`config.mk`:
```
export PLATFORM = sky130hd
export DESIGN_NAME = traffic_ctrl_multi
export DESIGN_NICKNAME = d
export VERILOG_FILES = /design/src/rtl/traffic_ctrl_multi.sv
export SDC_FILE = /design/constraint.sdc
export NUM_CORES = 1
export LEC_CHECK = 0
export ABC_CLOCK_PERIOD_IN_PS = 4600
export BUFFER_PORTS_ARGS = -buffer_cell sky130_fd_sc_hd__buf_2
export CAP_MARGIN = 20
export CORE_ASPECT_RATIO = 1.75
export CORE_MARGIN = 4
export CORE_UTILIZATION = 50
export DETAILED_ROUTE_END_ITERATION = 6
export PLACE_DENSITY = 0.78
export SLEW_MARGIN = 25
export SYNTH_ARGS = -nofsm -noshare
export SYNTH_HDL_FRONTEND = slang
export SYNTH_SLANG_ARGS = --single-unit
```
`constraint.sdc`:
```
create_clock -name clk -period 4.6 [get_ports clk]
set_input_delay 0.92 -clock clk [delete_from_list [all_inputs] [get_ports clk]]
set_output_delay 0.92 -clock clk [all_outputs]
set_load 0.02 [all_outputs]
```
`src/rtl/traffic_ctrl_multi.sv`:
```
// traffic_ctrl_multi: multi-approach traffic light controller.
//
// Serves N_DIR approaches in turn through green, yellow and all-red
// clearance. Phase durations are in seconds, timed from a 1 s tick
// derived from clk by a free-running prescaler. A latched pedestrian
// request inserts an all-red walk phase. Night mode blinks all yellows.
// enable low freezes the prescaler, the phase timer and the state.
//
// Optional build macro: TRF_REDAMBER_EN adds a red+yellow phase before
// every green (REDAMBER_S ticks long).
//
// Ports:
//   clk        system clock
//   rst_n      asynchronous active-low reset
//   enable     1 = timing advances, 0 = timing and state hold
//   night_mode request blinking-yellow operation
//   ped_req    pedestrian button, level sampled every cycle
//   red        red lamp per direction
//   yellow     yellow lamp per direction
//   green      green lamp per direction
//   ped_walk   pedestrian walk lamp
//   active_dir direction currently served
//
// state       | meaning
// ------------+------------------------------------------------
// S_ALL_RED   | clearance, every approach red
// S_GREEN     | active_dir green, others red
// S_YELLOW    | active_dir yellow, others red
// S_WALK      | every approach red, pedestrian walk lit
// S_NIGHT     | all yellows blink 1 s on / 1 s off
// S_REDAMBER  | red+yellow on the next direction (macro only)
module traffic_ctrl_multi #(
  parameter int CLK_HZ     = 10000000,
  parameter int N_DIR      = 2,
  parameter int GREEN_S    = 5,
  parameter int YELLOW_S   = 2,
  parameter int ALLRED_S   = 1,
  parameter int WALK_S     = 4,
  parameter int REDAMBER_S = 1
) (
  input  logic                     clk,
  input  logic                     rst_n,
  input  logic                     enable,
  input  logic                     night_mode,
  input  logic                     ped_req,
  output logic [N_DIR-1:0]         red,
  output logic [N_DIR-1:0]         yellow,
  output logic [N_DIR-1:0]         green,
  output logic                     ped_walk,
  output logic [$clog2(N_DIR)-1:0] active_dir
);

  localparam int PW = $clog2(CLK_HZ);
  localparam int DW = $clog2(N_DIR);
  // Longest phase in ticks; night uses a two-tick (on/off) period.
  localparam int M1    = (GREEN_S > YELLOW_S) ? GREEN_S : YELLOW_S;
  localparam int M2    = (M1 > ALLRED_S) ? M1 : ALLRED_S;
  localparam int M3    = (M2 > WALK_S) ? M2 : WALK_S;
  localparam int M4    = (M3 > REDAMBER_S) ? M3 : REDAMBER_S;
  localparam int MAX_D = (M4 > 2) ? M4 : 2;
  localparam int TW    = $clog2(MAX_D);

  localparam logic [PW-1:0]    PRE_LAST = PW'(CLK_HZ - 1);
  localparam logic [N_DIR-1:0] ONE      = N_DIR'(1);

  typedef enum logic [2:0] {
    S_ALL_RED,
    S_GREEN,
    S_YELLOW,
    S_WALK,
    S_NIGHT
`ifdef TRF_REDAMBER_EN
    , S_REDAMBER
`endif
  } state_t;

  state_t           state, state_nx;
  logic [PW-1:0]    pre;
  logic             tick;
  logic [TW-1:0]    timer, timer_nx, last;
  logic [DW-1:0]    dir_nx, dir_inc;
  logic             restart, restart_nx;
  logic             ped_pending, ped_pending_nx;
  logic             after_walk, after_walk_nx;
  logic [N_DIR-1:0] sel, red_nx, yellow_nx, green_nx;
  logic             walk_nx;

  always_ff @(posedge clk or negedge rst_n) begin
    if (!rst_n) begin
      pre <= '0;
    end else if (enable) begin
      pre <= (pre == PRE_LAST) ? '0 : pre + PW'(1);
    end
  end

  assign tick    = enable && (pre == PRE_LAST);
  assign dir_inc = (active_dir == DW'(N_DIR - 1)) ? '0 : active_dir + DW'(1);

  always_comb begin
    last = '0;
    case (state)
      S_ALL_RED:  last = TW'(ALLRED_S - 1);
      S_GREEN:    last = TW'(GREEN_S - 1);
      S_YELLOW:   last = TW'(YELLOW_S - 1);
      S_WALK:     last = TW'(WALK_S - 1);
      S_NIGHT:    last = TW'(1);
`ifdef TRF_REDAMBER_EN
      S_REDAMBER: last = TW'(REDAMBER_S - 1);
`endif
      default:    last = '0;
    endcase
  end

  always_comb begin
    state_nx      = state;
    timer_nx      = timer;
    dir_nx        = active_dir;
    restart_nx    = restart;
    after_walk_nx = after_walk;
    if (tick) begin
      if (timer == last) begin
        timer_nx = '0;
        case (state)
          S_ALL_RED: begin
            if (night_mode) begin
              state_nx = S_NIGHT;
            end else if (ped_pending && !after_walk) begin
              state_nx = S_WALK;
            end else begin
              // restart forces direction 0 after reset or night mode
              dir_nx        = restart ? '0 : dir_inc;
              restart_nx    = 1'b0;
              after_walk_nx = 1'b0;
`ifdef TRF_REDAMBER_EN
              state_nx      = S_REDAMBER;
`else
              state_nx      = S_GREEN;
`endif
            end
          end
          S_GREEN:  state_nx = S_YELLOW;
          S_YELLOW: state_nx = S_ALL_RED;
          S_WALK:   state_nx = S_ALL_RED;
          S_NIGHT: begin
            // only reached at the end of an off second
            if (!night_mode) begin
              state_nx   = S_ALL_RED;
              restart_nx = 1'b1;
              dir_nx     = '0;
            end
          end
`ifdef TRF_REDAMBER_EN
          S_REDAMBER: state_nx = S_GREEN;
`endif
          default: state_nx = S_ALL_RED;
        endcase
      end else begin
        timer_nx = timer + TW'(1);
      end
    end

    // Walk entry wins over a same-cycle button press.
    ped_pending_nx = ped_pending;
    if (state_nx == S_WALK && state != S_WALK) begin
      ped_pending_nx = 1'b0;
      after_walk_nx  = 1'b1;
    end else if (ped_req && state != S_WALK) begin
      ped_pending_nx = 1'b1;
    end

    // Lamps are decoded from the next state so they register with it.
    sel       = ONE << dir_nx;
    red_nx    = '1;
    yellow_nx = '0;
    green_nx  = '0;
    walk_nx   = 1'b0;
    case (state_nx)
      S_GREEN: begin
        green_nx = sel;
        red_nx   = ~sel;
      end
      S_YELLOW: begin
        yellow_nx = sel;
        red_nx    = ~sel;
      end
      S_WALK:   walk_nx = 1'b1;
      S_NIGHT: begin
        red_nx    = '0;
        yellow_nx = (timer_nx == '0) ? '1 : '0;
      end
`ifdef TRF_REDAMBER_EN
      S_REDAMBER: yellow_nx = sel;
`endif
      default: ;
    endcase
  end

  always_ff @(posedge clk or negedge rst_n) begin
    if (!rst_n) begin
      state       <= S_ALL_RED;
      timer       <= '0;
      active_dir  <= '0;
      restart     <= 1'b1;
      ped_pending <= 1'b0;
      after_walk  <= 1'b0;
      red         <= '1;
      yellow      <= '0;
      green       <= '0;
      ped_walk    <= 1'b0;
    end else begin
      state       <= state_nx;
      timer       <= timer_nx;
      active_dir  <= dir_nx;
      restart     <= restart_nx;
      ped_pending <= ped_pending_nx;
      after_walk  <= after_walk_nx;
      red         <= red_nx;
      yellow      <= yellow_nx;
      green       <= green_nx;
      ped_walk    <= walk_nx;
    end
  end

endmodule
```
Word-level counts from Yosys, hierarchy flattened
Index checks and enable logic that the tools add are counted.
Operators by class
  bitwise operators: 1
  reductions and logical operators: 16
  equality and inequality tests: 16
  add/subtract/negate cells: 3
  shift-type cells: 1
  muxes and demuxes: 33
Operators with widths (number)
  24-bit by 1-bit adder with 24-bit output, second input constant: 1
  24-bit == test, second input constant: 1
  24-bit two-way mux: 1
  3-bit two-way mux: 6
  3-bit one-hot mux with 3 select lines: 2
  1-bit two-way mux: 17
  3-bit by 2-bit == test with 1-bit output, second input constant: 4
  2-bit nonzero test: 5
  2-bit one-hot mux with 2 select lines: 2
  3-bit by 1-bit == test with 1-bit output, second input constant: 2
  3-bit == test, second input constant: 2
  3-bit logical NOT: 2
  2-bit two-way mux: 3
  2-bit inequality test, second input constant: 3
  6-bit AND reduction: 1
  5-bit AND reduction: 1
  1-bit logical AND: 4
  2-bit by 1-bit inequality test with 1-bit output, second input constant: 2
  1-bit one-hot mux with 2 select lines: 2
  2-bit OR reduction: 2
  3-bit by 1-bit adder with 3-bit output, second input constant: 1
  3-bit == test: 1
  3-bit by 2-bit inequality test with 1-bit output, second input constant: 1
  2-bit NOT: 1
  3 further kinds: 3
Storage, ports and cells
  output and inout bits: 8
  logic and storage cells: 81
  bits of input ports: 5
  register bits: 41

Depth between registers and ports, before layout
  depth after elaboration: 11
  mapped depth: 9
  gate-level depth less buffers: 8

Worst setup path before layout
OpenSTA, ideal clock, no wires.
  path type: input to register
  start: input enable
  end: register green[0]
  library setup time: 111 ps
  setup slack: 1638 ps
  arrival: 2851 ps
  stages on the path: 9
  path through: buf_4 > nand4_1 > or2_2 > clkbuf_1 > a2111oi_4 > buf_6 > nand2_4 > or3_4 > a2111oi_2
Between the ends
  word-level cells in the longest chain between the ends: 4
  elaborated cells between the ends (all ways): 6
  those cells by class: 1 x eq/ne; 1 x shift; 3 x mux; 1 x reduce/logical
Ends and longest elaborated chain
  start: declaration: RTL line 43  | input logic enable,
  1-bit logical AND *: RTL line 96  | assign tick = enable && (pre == PRE_LAST);
  3-bit two-way mux / 1-bit two-way mux (equally long branches): RTL line 120  | if (tick) begin
  3-bit by 1-bit == test with 1-bit output / 1-bit by 1-bit left shift with 2-bit output (equally long branches): RTL line 177, 172
  2-bit two-way mux *: RTL line 177  | case (state_nx)
  named net green_nx[0]: RTL line 85  | logic [N_DIR-1:0] sel, red_nx, yellow_nx, green_nx;
  end signal: assignment: RTL line 219  | green <= green_nx;
  end: declaration: RTL line 48  | output logic [N_DIR-1:0] green,
The timed path passes the listed nets; every way through them passes the cells marked *.
A chain may end at the register's enable or synchronous reset.

Worst setup path in the final report
  start: register state[1]
  end: register green[0]
Between the ends
  word-level cells in the longest chain between the ends: 8
  elaborated cells between the ends (all ways): 18
  those cells by class: 6 x eq/ne; 1 x shift; 9 x mux; 2 x reduce/logical
Ends and longest elaborated chain
  start: declaration: RTL line 77  | state_t state, state_nx;
  start signal: assignment: RTL line 211  | state <= state_nx;
  3-bit == test / 3-bit by 2-bit == test with 1-bit output (equally long branches): RTL line 101, 123
  2-bit OR reduction (no line)
  3-bit one-hot mux with 3 select lines: RTL line 101  | case (state)
  3-bit == test: RTL line 121  | if (timer == last) begin
  1-bit two-way mux *: RTL line 121
  1-bit two-way mux *: RTL line 120
  named net dir_nx: RTL line 81  | logic [DW-1:0] dir_nx, dir_inc;
  1-bit by 1-bit left shift with 2-bit output *: RTL line 172  | sel = ONE << dir_nx;
  2-bit two-way mux *: RTL line 177
  named net green_nx[0]: RTL line 85
Marked as above.

==> results_dict.tcl <==
set metrics [dict create \
    clk_pin_slew_worst_paths_ns 0.08 \
    core_area_um2 4400 \
    clk_path_buf_depth 2 \
    post-dp-hpwl_um 3180 \
    async_reset_ff_share_pct 100 \
    routed_via_density 5.81 \
    cts_tree "yes" \
    grt_max_degree 42 \
    crit_end "green[0]$_DFF_PN0_" \
    yosysWarnings 0 \
    cts_setup_buffers 0 \
    die_height_um 96.9 \
    required_ns 4.78 \
    grt.total_usage_pct 17.7 \
    area_growth_pct 7.93 \
    status "finished clean" \
    drt_wl_total_um 4440 \
    clkLatencyLatePin_ns 0.29 \
    rsz0062_at_grt "no" \
    grt_pass1_wl_um 7870 \
    vdd_drop_max_mv 0.307 \
    synth_seq_cells 41 \
    place_congestion 0.798 \
    layout-drive-gt1-share_pct 15.8 \
    whs_ns 0.491 \
    gr-total-overflow 0 \
    place_ws_ns 1.42 \
    finalSetupTns_ns 0 \
    p_leak_uw 0.00105 \
    slew_headroom_pct 53.6 \
    r2r_cells 8 \
    vias 1691 \
    ys_seq_area_share_pct 45.6 \
    ant_nets 0 \
    numPortBuffers 12 \
    syn_inst 229 \
    pin_count 13 \
    yosysMostFrequentCell "dfrtp_1" \
    nNetsFinal 246 \
    dr.pass1.iters 4 \
    ys_types 59 \
    hold_viol_final 0 \
    cap_violations 0 \
    reg2reg_to "green[0]$_DFF_PN0_" \
    die_area_um2 5690 \
    avgSynthCellArea_um2 9.85 \
    cp-start-kind "flip-flop" \
    fmax_ghz 0.341 \
    fin_ws_ns 1.67 \
    crit_type "reg -> reg" \
    syn_nets 236 \
    arrival_ns 3.12 \
    die_w_um 58.8 \
    hold_depth 1 \
    cts-root-buf "clkbuf_8" \
    crit_fanout 19 \
    crit_path_end_kind "flip-flop" \
    grt_pass1_vias 1707 \
    antennaDiodeCount 0 \
    p_total_uw 737 \
    clock_sinks 41 \
    rrSetupSlack_ns 1.67 \
    cts-hold-fix-buffers 0 \
    netlist_top_cells_area "dfrtp_1, xnor2_1, xor2_1" \
    route.detailed.drc 0 \
    netlist_top_cells_count "dfrtp_1, nor2_1, nand2_1, xnor2_1, nand3_1" \
    synth_top_area_share_pct 42.2 \
    fin_crit_sh_pct 63.7 \
    powerDensity_nw_per_um2 303 \
    clock_skew_ns 0.00358 \
    antenna_found_initial 0 \
    final_max_slew_viol_count 0 \
    crit_start "state[1]$_DFF_PN0_" \
    r2r-start "state[1]$_DFF_PN0_" \
    numCtsBuffers 5 \
    htree_num_levels 2 \
    postLayoutCoreUtil_pct 55.3 \
    start_util_pct 51.2 \
    syn_area_um2 2260 \
    worstMarginPinSlew_ns 0.692 \
    ys.flop_type "dfrtp_1" \
    min_path_type "reg -> reg" \
    num_rows 32 \
    drt_iter0_markers 39 \
    layout_min_cycle_time_ns 2.93 \
    synth_area_leader_cell "dfrtp_1" \
    routedWlPerCell_um 15.2 \
    synth_edf_count 0 \
    setup_viol 0 \
    ctsResizeCount 0 \
]
worst min path at each step:
| stage | from | to |
|---|---|---|
| floorplan | ped_pending$_DFFE_PN0P_ | ped_pending$_DFFE_PN0P_ |
| global placement | ped_pending$_DFFE_PN0P_ | ped_pending$_DFFE_PN0P_ |
| detailed placement | ped_pending$_DFFE_PN0P_ | ped_pending$_DFFE_PN0P_ |
| CTS | ped_pending$_DFFE_PN0P_ | ped_pending$_DFFE_PN0P_ |
| global route | pre[16]$_DFFE_PN0P_ | pre[16]$_DFFE_PN0P_ |
| finish | ped_pending$_DFFE_PN0P_ | ped_pending$_DFFE_PN0P_ |
sequential cells by signal, indices dropped and copies added, names as in the netlist:
name / cells
red: 2
after_walk: 1
ped_pending: 1
yellow: 2
ped_walk: 1
restart: 1
active_dir: 1
green: 2
pre: 24
timer: 3
state: 3
layout by cell type, fill, tap and decap left out, drive strengths merged, types with 5 or more instances in the layout:
cell type	count
and3	6
buf	15
clkbuf	8
dfrtp	38
inv	6
nand2	22
nand3	12
nand4	5
nor2	22
nor3	6
o21ai	11
xnor2	15
xor2	10
logic make-up (layout without fill, tap and decap cells):
logic type                 Yosys count  in the layout  synth area share (%)
and+or+nand+nor                    102            102                  24.7
DFF                                 41             41                  45.6
AOI/OAI and AO/OA                   40             40                  14.5
muxes                                1              1                 0.444
buffers and inverters               18             29                  3.88
adders and majority gates            2              2                  1.11
xor gates and xnor gates            25             25                  9.71
worst max-delay path, cell delays in order, from the launching register on:
cell and delay (ns):
dfrtp_1 0.72, xor2_1 0.19, o31a_1 0.33, a2111oi_4 0.35, buf_4 0.24, nand3_1 0.17
a221oi_4 0.38, inv_2 0.11, a2111oi_2 0.32
per-layer routing:
metal / share of wire [%] / up-vias / global-route usage, % / wire (µm)
met5: 0 / - / 0 / 0
met4: 2.3 / 0 / 7.50 / 101
li1: - / 833 / - / -
met3: 2.7 / 8 / 2.80 / 120
met1: 41 / 821 / 20.8 / 1820
met2: 54 / 29 / 30.7 / 2400
layout make-up:
class | count | area, µm²
Fill cell | 417 | 1970
Multi-Input combinational cell | 170 | 1140
Sequential cell | 41 | 1030
Clock buffer | 8 | 90.1
Timing Repair Buffer | 15 | 85.1
Tap cell | 51 | 63.8
Inverter | 6 | 22.5
through the flow:
stage	cells	area [µm²]
2_1_floorplan	229	2260
3_5_place_dp	283	2340
4_1_cts	291	2430
6_report	291	2430
5_1_grt	291	2430
3_3_place_gp	283	2340
power breakdown:
part | internal, µW | leakage, µW | switching (µW) | total, µW
sequential | 391 | 0.000530 | 32.6 | 423
clock | 122 | 0.0000455 | 120 | 243
combinational | 35.8 | 0.000478 | 35.7 | 71.5
total | 549 | 0.00105 | 189 | 737
Power figures use the tool's default switching activity.
